==> src/rtl/cpu_pkg.sv <==
// cpu_pkg: shared RAM widths and RAM arbiter state encoding
package cpu_pkg;
  localparam int CPU_ADDR_W = 8;
  localparam int CPU_DATA_W = 8;
  typedef enum logic [1:0] {CPU_OWN, DRAIN, HOST, GAP} arb_state_t;
endpackage

==> src/rtl/ram_port_mux.sv <==
// ram_port_mux: selects CPU or host signals onto the single RAM port
module ram_port_mux
  import cpu_pkg::*;
#(
  parameter int ADDR_W = CPU_ADDR_W,
  parameter int DATA_W = CPU_DATA_W
) (
  input  logic              host_sel,
  input  logic [ADDR_W-1:0] cpu_addr,
  input  logic [DATA_W-1:0] cpu_wdata,
  input  logic              cpu_rden,
  input  logic              cpu_wren,
  input  logic              host_req,
  input  logic              host_we,
  input  logic [ADDR_W-1:0] host_addr,
  input  logic [DATA_W-1:0] host_wdata,
  output logic [ADDR_W-1:0] ram_addr,
  output logic [DATA_W-1:0] ram_data_in,
  output logic              ram_rden,
  output logic              ram_wren
);
  // host strobes only pass when a request is present; write wins so the port never sees both
  always_comb begin
    ram_addr    = host_sel ? host_addr : cpu_addr;
    ram_data_in = host_sel ? host_wdata : cpu_wdata;
    ram_wren    = host_sel ? host_req & host_we : cpu_wren;
    ram_rden    = host_sel ? host_req & ~host_we : cpu_rden & ~cpu_wren;
  end
endmodule

==> src/rtl/ram_arbiter.sv <==
// ram_arbiter: shares the program/data RAM between the CPU and a host port in bounded bursts
module ram_arbiter
  import cpu_pkg::*;
#(
  parameter int ADDR_W     = CPU_ADDR_W,
  parameter int DATA_W     = CPU_DATA_W,
  parameter int MAX_BURST  = 16,
  parameter int GAP_CYCLES = 5
) (
  input  logic              clk,
  input  logic              rst,
  input  logic [ADDR_W-1:0] cpu_addr,
  input  logic [DATA_W-1:0] cpu_wdata,
  input  logic              cpu_rden,
  input  logic              cpu_wren,
  input  logic              cpu_idle,
  output logic              cpu_hold,
  input  logic              host_req,
  input  logic              host_we,
  input  logic [ADDR_W-1:0] host_addr,
  input  logic [DATA_W-1:0] host_wdata,
  output logic              host_gnt,
  output logic              host_rvalid,
  output logic [DATA_W-1:0] host_rdata,
  output logic [ADDR_W-1:0] ram_addr,
  output logic [DATA_W-1:0] ram_data_in,
  output logic              ram_rden,
  output logic              ram_wren,
  input  logic [DATA_W-1:0] ram_q,
  output logic              conflict
);
  localparam int BW = $clog2(MAX_BURST + 1);
  localparam int GW = $clog2(GAP_CYCLES + 1);
  localparam logic [BW-1:0] BURST_LAST = BW'(MAX_BURST - 1);
  localparam logic [GW-1:0] GAP_LOAD = GW'(GAP_CYCLES);
  arb_state_t r_state, w_next;
  logic [BW-1:0] r_burst, w_burst_next;
  logic [GW-1:0] r_gap, w_gap_next;
  logic r_rvalid, r_conflict;
  logic w_host_sel, w_grant;
  assign w_host_sel  = r_state == HOST;
  assign w_grant     = w_host_sel & host_req;
  assign host_gnt    = w_grant;
  assign host_rvalid = r_rvalid;
  assign host_rdata  = ram_q;
  assign conflict    = r_conflict;
  assign cpu_hold    = (r_state == DRAIN) | w_host_sel | ((r_state == CPU_OWN) & host_req);
  ram_port_mux #(.ADDR_W(ADDR_W), .DATA_W(DATA_W)) u_mux (
    .host_sel   (w_host_sel),
    .cpu_addr   (cpu_addr),
    .cpu_wdata  (cpu_wdata),
    .cpu_rden   (cpu_rden),
    .cpu_wren   (cpu_wren),
    .host_req   (host_req),
    .host_we    (host_we),
    .host_addr  (host_addr),
    .host_wdata (host_wdata),
    .ram_addr   (ram_addr),
    .ram_data_in(ram_data_in),
    .ram_rden   (ram_rden),
    .ram_wren   (ram_wren)
  );
  // ownership sequencing: the terminal burst count forces the CPU gap
  always_comb begin
    w_next       = r_state;
    w_burst_next = r_burst;
    w_gap_next   = r_gap;
    case (r_state)
      CPU_OWN: w_next = host_req ? DRAIN : CPU_OWN;
      DRAIN:   w_next = cpu_idle ? HOST : DRAIN;
      HOST: begin
        if (!host_req) begin
          w_next       = CPU_OWN;
          w_burst_next = '0;
        end else if (r_burst == BURST_LAST) begin
          w_next       = GAP;
          w_burst_next = '0;
          w_gap_next   = GAP_LOAD;
        end else begin
          w_burst_next = r_burst + 1'b1;
        end
      end
      GAP: begin
        w_gap_next = r_gap - 1'b1;
        w_next     = (r_gap == GW'(1)) ? CPU_OWN : GAP;
      end
      default: w_next = CPU_OWN;
    endcase
  end
  // state, counters, read-valid pipeline and sticky conflict flag
  always_ff @(posedge clk) begin
    if (rst) begin
      r_state    <= CPU_OWN;
      r_burst    <= '0;
      r_gap      <= '0;
      r_rvalid   <= 1'b0;
      r_conflict <= 1'b0;
    end else begin
      r_state    <= w_next;
      r_burst    <= w_burst_next;
      r_gap      <= w_gap_next;
      r_rvalid   <= w_grant & ~host_we;
      r_conflict <= r_conflict | (w_host_sel & (cpu_rden | cpu_wren));
    end
  end
endmodule

==> config.mk <==
export PLATFORM = sky130hd
export DESIGN_NAME = ram_arbiter
export DESIGN_NICKNAME = d
export VERILOG_FILES = /design/src/rtl/cpu_pkg.sv /design/src/rtl/ram_port_mux.sv /design/src/rtl/ram_arbiter.sv
export SDC_FILE = /design/constraint.sdc
export NUM_CORES = 1
export LEC_CHECK = 0
export CAP_MARGIN = 20
export CORE_AREA = 2 2 56 58
export DETAILED_ROUTE_END_ITERATION = 10
export DIE_AREA = 0 0 58 60
export PLACE_DENSITY_LB_ADDON = 0.1
export REMOVE_ABC_BUFFERS = 1
export SYNTH_ARGS = -nofsm -noshare
export SYNTH_HDL_FRONTEND = slang
export SYNTH_SLANG_ARGS = --single-unit
==> constraint.sdc <==
create_clock -name clk -period 2.81 [get_ports clk]
set_clock_uncertainty 0.15 [all_clocks]
set_input_delay 0.843 -clock clk [delete_from_list [all_inputs] [get_ports clk]]
set_output_delay 0.843 -clock clk [all_outputs]
set_load 0.02 [all_outputs]
# Word level (Yosys, flattened, before mapping)
# Cells that the tools add are included.
# W data, S select, Z words.
dict set report totals {
  inputBits 47
  output_inout_bits 30
  mem_count 0
  latchBits 0
  ram_bits 0
  mem_bits_ro 0
  wordCells 46
  register_bits 12
}
dict set report op_classes {
  n_mul 0
  div_mod_pow 0
  n_mux 15
  n_lt_le_gt_ge 0
  addsub 2
  bitwise 13
  n_reduce_logical 3
  n_shift 0
  eq_ne 8
}
# op count
set ops {}
lappend ops {{$mux W8} 2}
lappend ops {{$mux W5} 2}
lappend ops {{$mux W2} 4}
lappend ops {{$pmux W2 S4} 1}
lappend ops {{$and A1 B1 Y1} 7}
lappend ops {{$mux W3} 2}
lappend ops {{$pmux W3 S2} 1}
lappend ops {{$add A5 B1 Y5 const B} 1}
lappend ops {{$eq A5 B4 Y1 const B} 1}
lappend ops {{$eq A2 B2 Y1 const B} 2}
lappend ops {{$ne A2 B2 Y1 const B} 2}
lappend ops {{$or A1 B1 Y1} 4}
lappend ops {{$eq A3 B1 Y1 const B} 1}
lappend ops {{$mux W1} 3}
lappend ops {{$ne A3 B3 Y1 const B} 1}
lappend ops {{$reduce_and A3 Y1} 1}
lappend ops {{$sub A3 B1 Y3 const B} 1}
lappend ops {{$eq A2 B1 Y1 const B} 1}
lappend ops {{$logic_not A2 Y1} 1}
lappend ops {{$not A1 Y1} 2}
lappend ops {{$reduce_bool A2 Y1} 1}

# Depth between registers and ports, before layout
# Gate-level depths: netlist of the first run.
dict set report depth {
  depth_word 4
  ltp_mapped 7
  ltp_nobuf 6
}

# Cells and area by module
# Synthesis of the first run repeated with hierarchy kept, for this count alone.
dict set report hier_totals {
  hier_cells 109
  area_unflattened_um2 1099.8
}
# module seq_area_each_um2 area_per_inst_um2 n_inst cells_each
set by_module_without_submodules {}
lappend by_module_without_submodules {ram_arbiter 240.2 803.3 1 85}
lappend by_module_without_submodules {ram_port_mux 0.0 296.5 1 24}

# Worst setup path after synthesis of the first run
# Ideal clock, no wire load.
dict set report synth_timing {
  kind {reg2out}
  from {register r_state[0]}
  to {output port ram_rden}
  t_required_ps 1817
  path_buffers 1
  path_slack_ps 318
  t_arrival_ps 1499
  stages_incl_launch_ff 5
  cell_sequence {dfxtp_1 > inv_1 > ha_1 > buf_2 > o32ai_1}
}
dict set report synth_via {
  elab_chain_len 2
}
# element line
set synth_lines {}
lappend synth_lines {{start, declared} ram_arbiter.sv:36} ;# arb_state_t r_state, w_next;
lappend synth_lines {{start signal, assigned} ram_arbiter.sv:99} ;# r_state <= w_next;
lappend synth_lines {{$eq A2 B2 Y1} ram_arbiter.sv:41} ;# assign w_host_sel = r_state == HOST;
lappend synth_lines {{$mux W1} ram_port_mux.sv:27} ;# ram_rden = host_sel ? host_req & ~host_we : cpu_rden & ~cpu_wren;
lappend synth_lines {{end, declared} ram_arbiter.sv:27} ;# output logic ram_rden,
# No other way between the ends.

# Worst setup path after layout of the first run
dict set report layout_timing {
  from {input port host_addr[0]}
  to {output port ram_addr[0]}
}
dict set report layout_via {
  elab_chain_len 1
}
# element line
set layout_lines {}
lappend layout_lines {{start, declared} ram_arbiter.sv:20} ;# input logic [ADDR_W-1:0] host_addr,
lappend layout_lines {{$mux W8} ram_port_mux.sv:24} ;# ram_addr = host_sel ? host_addr : cpu_addr;
lappend layout_lines {{end, declared} ram_arbiter.sv:25} ;# output logic [ADDR_W-1:0] ram_addr,
# No other way between the ends.

==> results of run 1 <==
[worst reg2reg max path, stage by stage (launching register included)]
cell,delay [ns]
dfxtp_1,0.33
inv_1,0.10
ha_4,0.19
buf_4,0.17
nand2_2,0.12
inv_2,0.04
buf_4,0.12
buf_4,0.16
a2111oi_2,0.28
o41ai_2,0.11
[placed cells by master, fill, tap and decap left out, types with 3 or more instances in the layout]
master,Yosys,routed
clkbuf_2,0,5
nand4_1,3,3
o21ai_1,3,3
dfxtp_1,12,12
clkdlybuf4s15_2,0,4
mux2_2,10,10
clkdlybuf4s50_1,0,39
buf_2,2,6
a21oi_1,4,4
clkdlybuf4s15_1,0,4
inv_1,8,8
mux2_1,6,6
ha_1,8,7
nor2b_1,4,4
clkbuf_4,0,3
buf_4,8,11
nand3_1,3,3
[stage by stage]
| stage | area (sq um) | power [mW] | util |
|---|---|---|---|
| 2_1_floorplan | 917.1 | 0.2386 | - |
| 3_3_place_gp | 1642 | 0.3394 | 0.5655 |
| 3_5_place_dp | 1642 | 0.3430 | 0.5655 |
| 4_1_cts | 1672 | 0.4781 | 0.5759 |
| 5_1_grt | 1657 | 0.4951 | 0.5707 |
| 6_report | 1657 | 0.4683 | 0.5707 |
[kinds of logic after synthesis]
| kind of cell | share of synthesized area |
|---|---|
| AO/OA/AOI/OAI | 0.1773 |
| flip-flops | 0.2397 |
| AND/OR/NAND/NOR | 0.1848 |
| multiplexers | 0.1798 |
| adder cells (fa/ha/maj) | 0.09988 |
| buffers and inverters | 0.1186 |
[registers in the layout (all words and copies together) (netlist names)]
register and count:
r_burst 5, r_gap 3, r_state 2, conflict 1
host_rvalid 1
[final timing paths]
| check | startpoint | endpoint | slack, ns | cells past startpoint |
|---|---|---|---|---|
| hold / removal | conflict | conflict | 0.31 | 2 |
| setup reg to reg | r_state[0] | r_state[0] | 0.91 | 9 |
| setup / recovery | host_addr[0] | ram_addr[0] | 0.02 | 3 |
| hold reg to reg | conflict | conflict | 0.31 | 2 |
[cell type report]
class,instances,area (sq um)
timing repair buffer,71,641.9
inverter,9,33.78
sequential,12,240.2
fill,262,1246
multi-input combinational,74,663.1
clock buffer,4,36.28
tap,33,41.29
[what timing repair did]
item,CTS,global route
hold endpoints to repair,0,0
pin swaps,2,0
buffers inserted,0,0
setup endpoints to repair,20,15
resized for setup,54,18
hold buffers,0,0
[where the power goes]
part	internal, mW	total, mW	switching, mW
combinational	0.0912	0.155	0.0643
clock	0.0788	0.139	0.0602
sequential	0.172	0.174	0.00143
[routing by layer]
layer | global-route usage | up-vias | wire [um]
li1 | - | 517 | -
met1 | 0.2115 | 474 | 1236
met2 | 0.3539 | 53 | 1717
met3 | 0.1277 | 6 | 443
met4 | 0.05316 | 0 | 38
met5 | 0 | - | 0
==> metrics.csv, run 1 <==
metric,value,unit
status,finished clean,
# DRC,0,
most frequent cells after synthesis,"dfxtp_1, mux2_2, buf_4, ha_1, inv_1",
top-area cell type share of the netlist area,0.2397,
final hold vios,0,
worst hold slack,0.3059,ns
"area leader, netlist",dfxtp_1,
Cell Pwr Density,282.7,nW/um^2
"Slew Viols, Final",0,
share of cells above drive strength 1,0.3000,
slew margin rel.,0.7476,
Worst-Margin Slew,0.3774,ns
cell count after synthesis,107,
die area,3480,sq um
Placer Congestion,0.7857,
Total GRT Usage,0.2061,
Ys Warns,0,
H-tree depth,1,
Num Clock Sinks,12,
Synth Cell Area,1002,sq um
DP HPWL,2827,um
synth top area cells,"dfxtp_1, mux2_2, ha_1",
# rows,20,
Tmin final,2.795,ns
core area,2903,sq um
Post-synth top flop,dfxtp_1,
Routed Antenna Nets,0,
crit end category,output port,
grt total ovfl,0,
clock transition at the registers of the reported paths,0.08,ns
vias per inst,5.172,
final cell count without fillers,203,
CP cell instances,"clkdlybuf4s50_1, mux2_2, clkdlybuf4s15_1",
count of inserted antenna diode cells,0,
Root Buffer,clkbuf_4,
crit path kind,input port to output port,
"Clk Latency, worst-skew pair",0.28,ns
antenna violations before repair,0,
Pre-antenna DRT Iters,4,
synth unique cells,40,
dpl ws,-0.4366,ns
most frequent cell after synthesis,dfxtp_1,
Setup-failing EPs final,0,
final worst-path cycle share,0.9945,
Avg WL per Cell,16.93,um
Top Ports,77,
Worst Path Required,1.82,ns
via count,1050,
max_cap viols,0,
Die Ht,60,um
number of CTS-inserted buffers,3,
vias in the first global route,1082,
1st-iter DRT viols,43,
WP data arrival,1.80,ns
Peak VDD IR,0.0003850,V
Setup crit start kind,input port,
Die X,58,um
worst path bufs/invs,2,
Initial Utilization,0.3453,
biggest fanout along the worst timing path,1,
placed cell count,199,
Area Growth Syn to Fin,65.29,%
"flops & latches, synth",12,
sequential-to-total area share from yosys stat,0.2397,
Hold Crit Class,register to register,
nets@finish,226,
Leak,0.6499,nW
largest net degree at the start of global routing,18,
CP top delay family,buffers and inverters,
final wirelength,3436,um
setup TNS,0,ns
Post-synth EDFFs,0,
Clock Path Buffers,2,
first-pass GRT wire length,5299,um
max incr delay on CP,0.41,ns
f_max,0.3578,GHz
Final WS setup,0.01539,ns
CTS tree,done,
syn avg cell area,9.366,sq um
Port Buf Inserts,60,
Crit-path slowest cell,clkdlybuf4s50_1,
asr flop ratio synth,0,
(Power assumes the default switching activity.)
==> run 2: changes to the inputs <==
Settings changed: CORE_AREA 2 2 56 58 to 2 2 64 51, DIE_AREA 0 0 58 60 to 0 0 66 53, PLACE_DENSITY set to 0.87, PLACE_DENSITY_LB_ADDON 0.1 to not set.
==> run 2 against run 1 <==
Against the previous run: first-iteration DRC count down 23%; largest cell class unchanged; critical endpoint is now ram_data_in[4]; sequential share of layout area is 0.27 points higher; combinational power barely moved.
==> metrics.csv, run 2 (synthesized netlist as in run 1, its figures left out) <==
metric,value,unit,change
status,finished clean,,
Leak,0.6377,nW,-1.9%
Top Ports,77,,unchanged
combinational share of power,0.317,,-0.015
Avg WL per Cell,17.20,um,+1.6%
Setup crit start kind,input port,,
Die X,66,um,+14%
Area Growth Syn to Fin,62.30,%,
Placer Congestion,0.7986,,+1.6%
Pre-antenna DRT Iters,4,,unchanged
Crit-path slowest cell,clkdlybuf4s50_1,,
count of inserted antenna diode cells,0,,unchanged
WP data arrival,1.80,ns,about the same
number of CTS-inserted buffers,3,,unchanged
crit path kind,input port to output port,,
first-pass GRT wire length,5347,um,+0.91%
CP cell instances,"clkdlybuf4s50_1, mux2_2, clkdlybuf4s15_1",,
Worst-Margin Slew,0.3298,ns,-0.04764 ns
Total GRT Usage,0.2150,,+0.008965
# rows,17,,-15%
vias in the first global route,1044,,-3.5%
final worst-path cycle share,0.9944,,about the same
Met3 Wirelength,502,um,+13%
Num Clock Sinks,12,,unchanged
1st-iter DRT viols,33,,-23%
H-tree depth,1,,unchanged
Largest Register,r_burst,,
"Clk Latency, worst-skew pair",0.24,ns,-0.04 ns
met2 WL,1624,um,-5.4%
max_cap viols,0,,unchanged
core area,2850,sq um,-1.8%
"Slew Viols, Final",0,,unchanged
Root Buffer,clkbuf_8,,
max incr delay on CP,0.41,ns,about the same
final hold vios,0,,unchanged
setup TNS,0,ns,unchanged
Peak VDD IR,0.0002312,V,-40%
worst hold slack,0.3035,ns,-0.002386 ns
final wirelength,3526,um,+2.6%
Hold Crit Class,register to register,,
clock transition at the registers of the reported paths,0.05,ns,-0.03 ns
antenna violations before repair,0,,unchanged
Setup-failing EPs final,0,,unchanged
total power,0.4833,mW,+3.2%
largest registers,"r_burst: 5 flops, r_gap: 3 flops, r_state: 2 flops",,
grt total ovfl,0,,unchanged
die area,3498,sq um,+0.52%
worst path bufs/invs,2,,unchanged
RSZ-0062 raised after global routing,false,,
biggest fanout along the worst timing path,1,,unchanged
Psw,0.1276,mW,+1.4%
via count,1062,,+1.1%
Routed Antenna Nets,0,,unchanged
Hold Buf Count CTS,0,,unchanged
most frequent cells in the layout,"clkdlybuf4s50_1, dfxtp_1, mux2_2",,
CP top delay family,buffers and inverters,,
switching share of power,0.2641,,-0.004750
max reg flops,5,,unchanged
Clock Path Buffers,2,,unchanged
Port Buf Inserts,60,,unchanged
crit end category,output port,,
share of cells above drive strength 1,0.2814,,-0.01856
nets@finish,224,,-0.88%
f_max,0.3579,GHz,about the same
"most common cell after layout, fill and taps aside",clkdlybuf4s50_1,,
# DRC,0,,unchanged
Tmin final,2.794,ns,-0.0002763 ns
Initial Utilization,0.3516,,+0.006366
M1 WL,1347,um,+9.0%
Seq pwr share,0.361,,-0.010
clock power share,0.322,,+0.025
slew margin rel.,0.7795,,+0.03186
CTS tree,done,,
DP HPWL,2971,um,+5.1%
Int Pwr,0.3557,mW,+3.9%
Die Ht,53,um,-12%
largest net degree at the start of global routing,25,,+7
vias per inst,5.180,,+0.16%
Highest Signal Layer,met4,,
Worst Path Required,1.82,ns,about the same
Cell Pwr Density,297.1,nW/um^2,+5.1%
[run 2: area by class of cell]
| type | instances | area (sq um) |
|---|---|---|
| multi-input cells | 74 | 650.6 |
| clock buffers | 3 | 41.29 |
| well taps | 38 | 47.55 |
| inverters | 9 | 33.78 |
| flip-flops and latches | 12 | 240.2 |
| fillers | 271 | 1224 |
| repair buffers | 69 | 613.1 |
[run 2: timing repair]
item	CTS	global route
buffers inserted	2	0
setup endpoints to repair	20	10
gates resized for setup	60	9
pin swaps	1	1
[run 2: path summary, 6_finish.rpt]
check                           cells past startpoint  slack [ns]              to     startpoint
worst max-delay path                                3        0.02  ram_data_in[4]  host_wdata[4]
worst min register to register                      2        0.30        conflict       conflict
worst min-delay path                                2        0.30        conflict       conflict
worst max register to register                      7        0.92      r_burst[3]     r_state[1]
[run 2: metal layers]
metal / GRT usage / vias to the layer above
met3: 0.1426 / 6
met2: 0.3333 / 46
li1: - / 506
met4: 0.06803 / 0
met5: 0 / -
met1: 0.2394 / 504
[run 2: tightest hold or removal path, cell delays in order, from the launching register on]
cell and delay (ns):
dfxtp_1 0.30, inv_1 0.05, a21oi_1 0.05
[run 2: stage by stage]
stage                     area (sq um)    util  instances  setup slack (ns)
after floorplan                  917.1       -         95           0.07699
after global placement            1630  0.5720        200           -0.4527
after detailed placement          1630  0.5720        200           -0.4940
after CTS                         1678  0.5887        205          0.006102
after global routing              1627  0.5707        205          0.003734
final                             1627  0.5707        205           0.01567
[run 2: power by group through the flow]
stage | registers [mW] | logic [mW] | clock network (mW)
final | 0.174 | 0.153 | 0.155
after global routing | 0.174 | 0.163 | 0.173
after CTS | 0.174 | 0.158 | 0.162
after detailed placement | 0.178 | 0.166 | 0
after global placement | 0.178 | 0.161 | 0
after floorplan | 0.179 | 0.0600 | 0
==> patch 1: new RTL, config.mk and constraints of run 1 <==
The parameter `MAX_BURST` goes from 16 to 8.
--- a/src/rtl/ram_arbiter.sv
+++ b/src/rtl/ram_arbiter.sv
@@ -4,7 +4,7 @@
 #(
   parameter int ADDR_W     = CPU_ADDR_W,
   parameter int DATA_W     = CPU_DATA_W,
-  parameter int MAX_BURST  = 16,
+  parameter int MAX_BURST  = 8,
   parameter int GAP_CYCLES = 5
 ) (
   input  logic              clk,
Function: same outputs for any inputs over 10 cycles, from zero or initial values and one cycle with rst high; that may be too few to reach the edited logic, so the function may still have changed.
==> patch 1 against run 1 <==
Synthesized area down 6.4%. Count of clock-buffer cells in the layout unchanged. Cell area decreased by 4.2%. Setup slack worse by 0.0017 ns. Synthesized cell count up 0.93%. Power is 13% lower. Fmax barely moved. Cell count is 2.0% lower. Sequential power shrank 9%. Routed wire length fell by 24%. Sequential cell count shrank 1. Via count shrank 1.6%. Critical path type unchanged. Largest cell class is now buffers. Largest power group unchanged.
==> patch 1: results (changes against run 1) <==
Routed wl met3 = 272 um (-39%)
Initial DRC count = 24 (-44%)
Fin nets = 222 (-1.8%)
Peak supply drop = 0.000156 V (-60%)
Met1 wire length = 1080 um (-13%)
Vias after detailed routing = 1,033 (-1.6%)
Mean Syn Cell Area = 8.69 um^2 (-7.2%)
Post-synthesis xor/xnor area fraction = 0.933% (+0.93 points)
Sequential cell area fraction in the yosys report = 23.5% (-0.50 points)
Placer Congestion = 0.818 (+4.2%)
Slowest-stage cell, CP = clkdlybuf4s50_1
Largest net degree at the start of global routing = 31 (+13)
Pin slew with the least headroom to its limit = 0.275 ns (-0.102 ns)
LEAKAGE = 0.617 nW (-5.1%)
Met2 wire length = 1210 um (-30%)
Hold_ws = 0.304 ns (-0.00221 ns)
First-pass GRT wire length = 4010 um (-24%)
Final min period = 2.80 ns (+0.00173 ns)
Post-DP HPWL = 2050 um (-27%)
Placed Area = 1550 um^2 (-5.5%)
Share of layout cells above drive strength 1 = 25.9% (-4.1 points)
Total global-route track usage = 14.9% (-5.8 points)
Max Root-Sink Buffers = 2 (unchanged)
Crit path largest cell delay = 0.48 ns (+0.07 ns)
Largest registers = r_burst (4), r_gap (3), r_state (2)
Mux contribution to synthesized area = 20.4% (+2.4 points)
Grt met3 use = 6.28% (-6.5 points)
Dpl cells = 194 (-2.5%)
Max reg flops = 4 (-1)
Total Wirelength = 2610 um (-24%)
GR Layer Usage met2 = 25.5% (-9.9 points)
Fill cell count = 257 (-1.9%)
Met1 global-route usage = 15.8% (-5.4 points)
Ys flop type = dfxtp_1
Complex-gate fraction of the synthesized area = 16.7% (-1.1 points)
Synth Area in Adders = 10.7% (+0.68 points)
Post-synth cell types = 34 (-15%)
Max FO, Critical Path = 2 (+1)
Run status = complete, no violations
# resized after CTS = 46 (-15%)
Vias/cell = 5.19 (+0.36%)
Place WS = -0.473 ns (-0.0362 ns)
Top post-synthesis cells by area = dfxtp_1 (23%), mux2_2 (20%), ha_1 (11%)
==> patch 1: cell count changes after synthesis, moves of 2 or more <==
cell | run 1 | this run
o41ai_2 | 2 | 0
mux2_1 | 6 | 0
mux2_2 | 10 | 17
nand2_1 | 2 | 6
nand4_1 | 3 | 0
a21oi_1 | 4 | 7
inv_1 | 8 | 10
nor2b_1 | 4 | 2
o21ai_1 | 3 | 0
o21ai_0 | 1 | 4
nor3b_1 | 2 | 0
==> patch 1: final cells by class <==
class,instances,area [um^2],share of cell area (%)
Multi-Input combinational cell,74,613,38.6
Sequential cell,11,220,13.9
Clock buffer,4,26.3,1.66
Timing Repair Buffer,66,639,40.3
Inverter,11,46.3,2.92
Tap cell,33,41.3,2.60
==> patch 1: cell families (layout without fill, tap and decap cells) <==
kind of cell | Yosys count | in the layout
and+or+nand+nor | 25 | 25
AOI/OAI and AO/OA | 23 | 23
buffers and inverters | 23 | 81
muxes | 17 | 17
DFF | 11 | 11
adders and majority gates | 8 | 8
xor gates and xnor gates | 1 | 1
==> patch 1: worst min-delay path: stages (launching register included) <==
cell and delay (ns):
dfxtp_1 0.31, inv_1 0.05, a21oi_1 0.05
==> patch 1: path summary, 6_finish.rpt <==
path	startpoint	endpoint	depth (start not counted)
worst min register to register	conflict$_SDFF_PP0_	conflict$_SDFF_PP0_	2
worst min-delay path	conflict$_SDFF_PP0_	conflict$_SDFF_PP0_	2
worst max register to register	r_state[0]$_SDFFE_PP0P_	r_state[0]$_SDFFE_PP0P_	9
worst max-delay path	cpu_rden	ram_rden	4
==> patch 1: power breakdown <==
part	switching, W	internal [W]	leakage, nW
sequential	0.00000174	0.000157	0.0888
clock	0.0000574	0.0000550	0.0150
combinational	0.0000525	0.0000825	0.513
==> patch 2: new RTL, config.mk and constraints of run 1 <==
Made on the original files. Re-encode `arb_state_t` (4 states) as one-hot, 4 bits wide.
--- a/src/rtl/cpu_pkg.sv
+++ b/src/rtl/cpu_pkg.sv
@@ -2,6 +2,6 @@
 package cpu_pkg;
   localparam int CPU_ADDR_W = 8;
   localparam int CPU_DATA_W = 8;
-  typedef enum logic [1:0] {CPU_OWN, DRAIN, HOST, GAP} arb_state_t;
+  typedef enum logic [3:0] {CPU_OWN = 4'b0001, DRAIN = 4'b0010, HOST = 4'b0100, GAP = 4'b1000} arb_state_t;
 endpackage
 
Behaviour: no difference found for any inputs over 10 cycles, from zero or initial values and one cycle with rst high; not proved beyond that.
==> patch 2 against run 1 <==
Utilization is 1.9 points higher. Global-route usage is 0.17 points higher. Register-to-register slack worse by 0.07 ns. Setup slack improved by 0.071 ns. Clock power increased by 4%. Routed wire length fell by 5.6%. Sequential cell count grew 2. Cell area grew 3.4%. Synthesized area rose by 7.6%. Power up 8.1%. Non-clock buffer count is 2 higher. Critical endpoint is now ram_data_in[3]. Highest routed layer unchanged.
==> patch 2: results (changes against run 1) <==
Synth cell count leaders = nand2_1 (55), dfxtp_1 (14), buf_4 (10)
PortBufs = 60 (unchanged)
Mean Syn Cell Area = 6.96 um^2 (-26%)
Rel. slew slack = 55.8% (-19 points)
Number of flops mapped to enable cells by yosys = 0 (unchanged)
Fill cell count = 272 (+3.8%)
Max Root-Sink Buffers = 2 (unchanged)
Reg2reg path depth = 4 (-5)
Max FO, Critical Path = 12 (+11)
Critical Path AT = 1.73 ns (-0.07 ns)
LEAKAGE = 0.760 nW (+17%)
Clk slew on worst S/H paths = 0.08 ns (about the same)
Final Instance Count excl. Fillers = 245 (+21%)
Dpl cells = 237 (+19%)
Post-DP HPWL = 2390 um (-16%)
R2r setup slk = 0.84 ns (-0.07 ns)
Routed len/inst = 13.2 um (-22%)
Ys async rst share = 0% (unchanged)
Peak supply drop = 0.000186 V (-52%)
Placed Area = 1680 um^2 (+2.4%)
Vias in the first global route = 1,266 (+17%)
Largest net degree at the start of global routing = 15 (-3)
Run status = complete, no violations
CTS root buf = clkbuf_4
Hold depth = 2 (unchanged)
Clock latency at the later pin of the worst-skew pair = 0.29 ns
Share of layout cells above drive strength 1 = 18.4% (-12 points)
Vias/cell = 5.17 (about the same)
Top post-synthesis cells by area = dfxtp_1 (26%), nand2_1 (19%), buf_4 (7.0%)
Largest registers = r_burst (5), r_state (4), r_gap (3)
Hold Crit Class = reg -> reg
Fin nets = 263 (+16%)
Ys flop type = dfxtp_1
H-tree depth = 1 (unchanged)
Initial DRC count = 36 (-16%)
First-pass GRT wire length = 5630 um (+6.2%)
Synth Warn # = 0 (unchanged)
Sequential cell area fraction in the yosys report = 26.0% (+2.0 points)
Initial antenna violation count = 0 (unchanged)
TritonCTS buffer count = 3 (unchanged)
Placer Congestion = 0.815 (+3.7%)
Antenna cells = 0 (unchanged)
TritonRoute pass-1 iters = 4 (unchanged)
Total global-route track usage = 20.8% (+0.17 points)
Post-synth cell types = 41 (+2.5%)
==> patch 2: routing by layer <==
| metal | global-route usage [%] | share of wire (%) | up-vias | wire length (um) |
|---|---|---|---|---|
| li1 | - | - | 640 | - |
| met1 | 25.9 | 40 | 568 | 1290 |
| met2 | 33.6 | 51 | 54 | 1660 |
| met3 | 8.01 | 8.0 | 5 | 260 |
| met4 | 5.32 | 0.89 | 0 | 29 |
| met5 | 0 | 0 | - | 0 |
==> patch 2: worst max-delay path: stages, from the launching register on <==
cell             delay (ns)
dfxtp_1                0.32
or4b_4                 0.57
buf_12                 0.16
nand2_1                0.06
nand2_1                0.05
clkdlybuf4s15_1        0.28
==> patch 2: worst paths after layout <==
check | start | to
worst min register to register | conflict$_SDFF_PP0_ | conflict$_SDFF_PP0_
worst max register to register | r_state[0]$_SDFFE_PP1P_ | r_state[0]$_SDFFE_PP1P_
worst min-delay path | conflict$_SDFF_PP0_ | conflict$_SDFF_PP0_
worst max-delay path | r_state[1]$_SDFFE_PP0P_ | ram_data_in[3]
==> patch 2: layout make-up <==
cell class	instances	area, um^2	share of cell area, %
timing repair buffer	73	663	38.7
clock buffer	4	36.3	2.12
sequential	14	280	16.4
multi-input combinational	117	677	39.5
tap	33	41.3	2.41
inverter	4	15.0	0.877
==> patch 2: where the power goes <==
part	total, W	switching [W]	leakage [nW]	internal [W]
combinational	0.000158	0.0000725	0.626	0.0000858
sequential	0.000204	0.00000183	0.113	0.000202
clock	0.000144	0.0000650	0.0210	0.0000791
==> patch 2: cell families (layout without fill, tap and decap cells) <==
kind of cell	count (synthesis)	after routing	share of synthesized area, %
AND/OR/NAND/NOR	92	92	43.6
adder cells (fa/ha/maj)	3	3	3.48
AO/OA/AOI/OAI	20	20	12.3
XOR/XNOR	2	2	1.62
flip-flops	14	14	26.0
buffers and inverters	24	81	13.0
==> patch 2: repair_timing <==
item                                    in CTS  in global routing
hold endpoints to repair                     0                  0
cloned                                       2                  0
pin swaps                                    0                  1
endpoints found under the setup margin      20                 14
hold buffers                                 0                  0
gates resized for setup                     48                 21
setup buffers                                0                  2
==> patch 2: per-stage QoR <==
stage | setup WS [ns] | hold WS (ns)
detailed placement | -0.441 | 0.293
global route | -0.0250 | 0.322
finish | 0.0864 | 0.303
floorplan | -1.31 | 0.302
CTS | 0.00166 | 0.306
global placement | -0.396 | 0.282
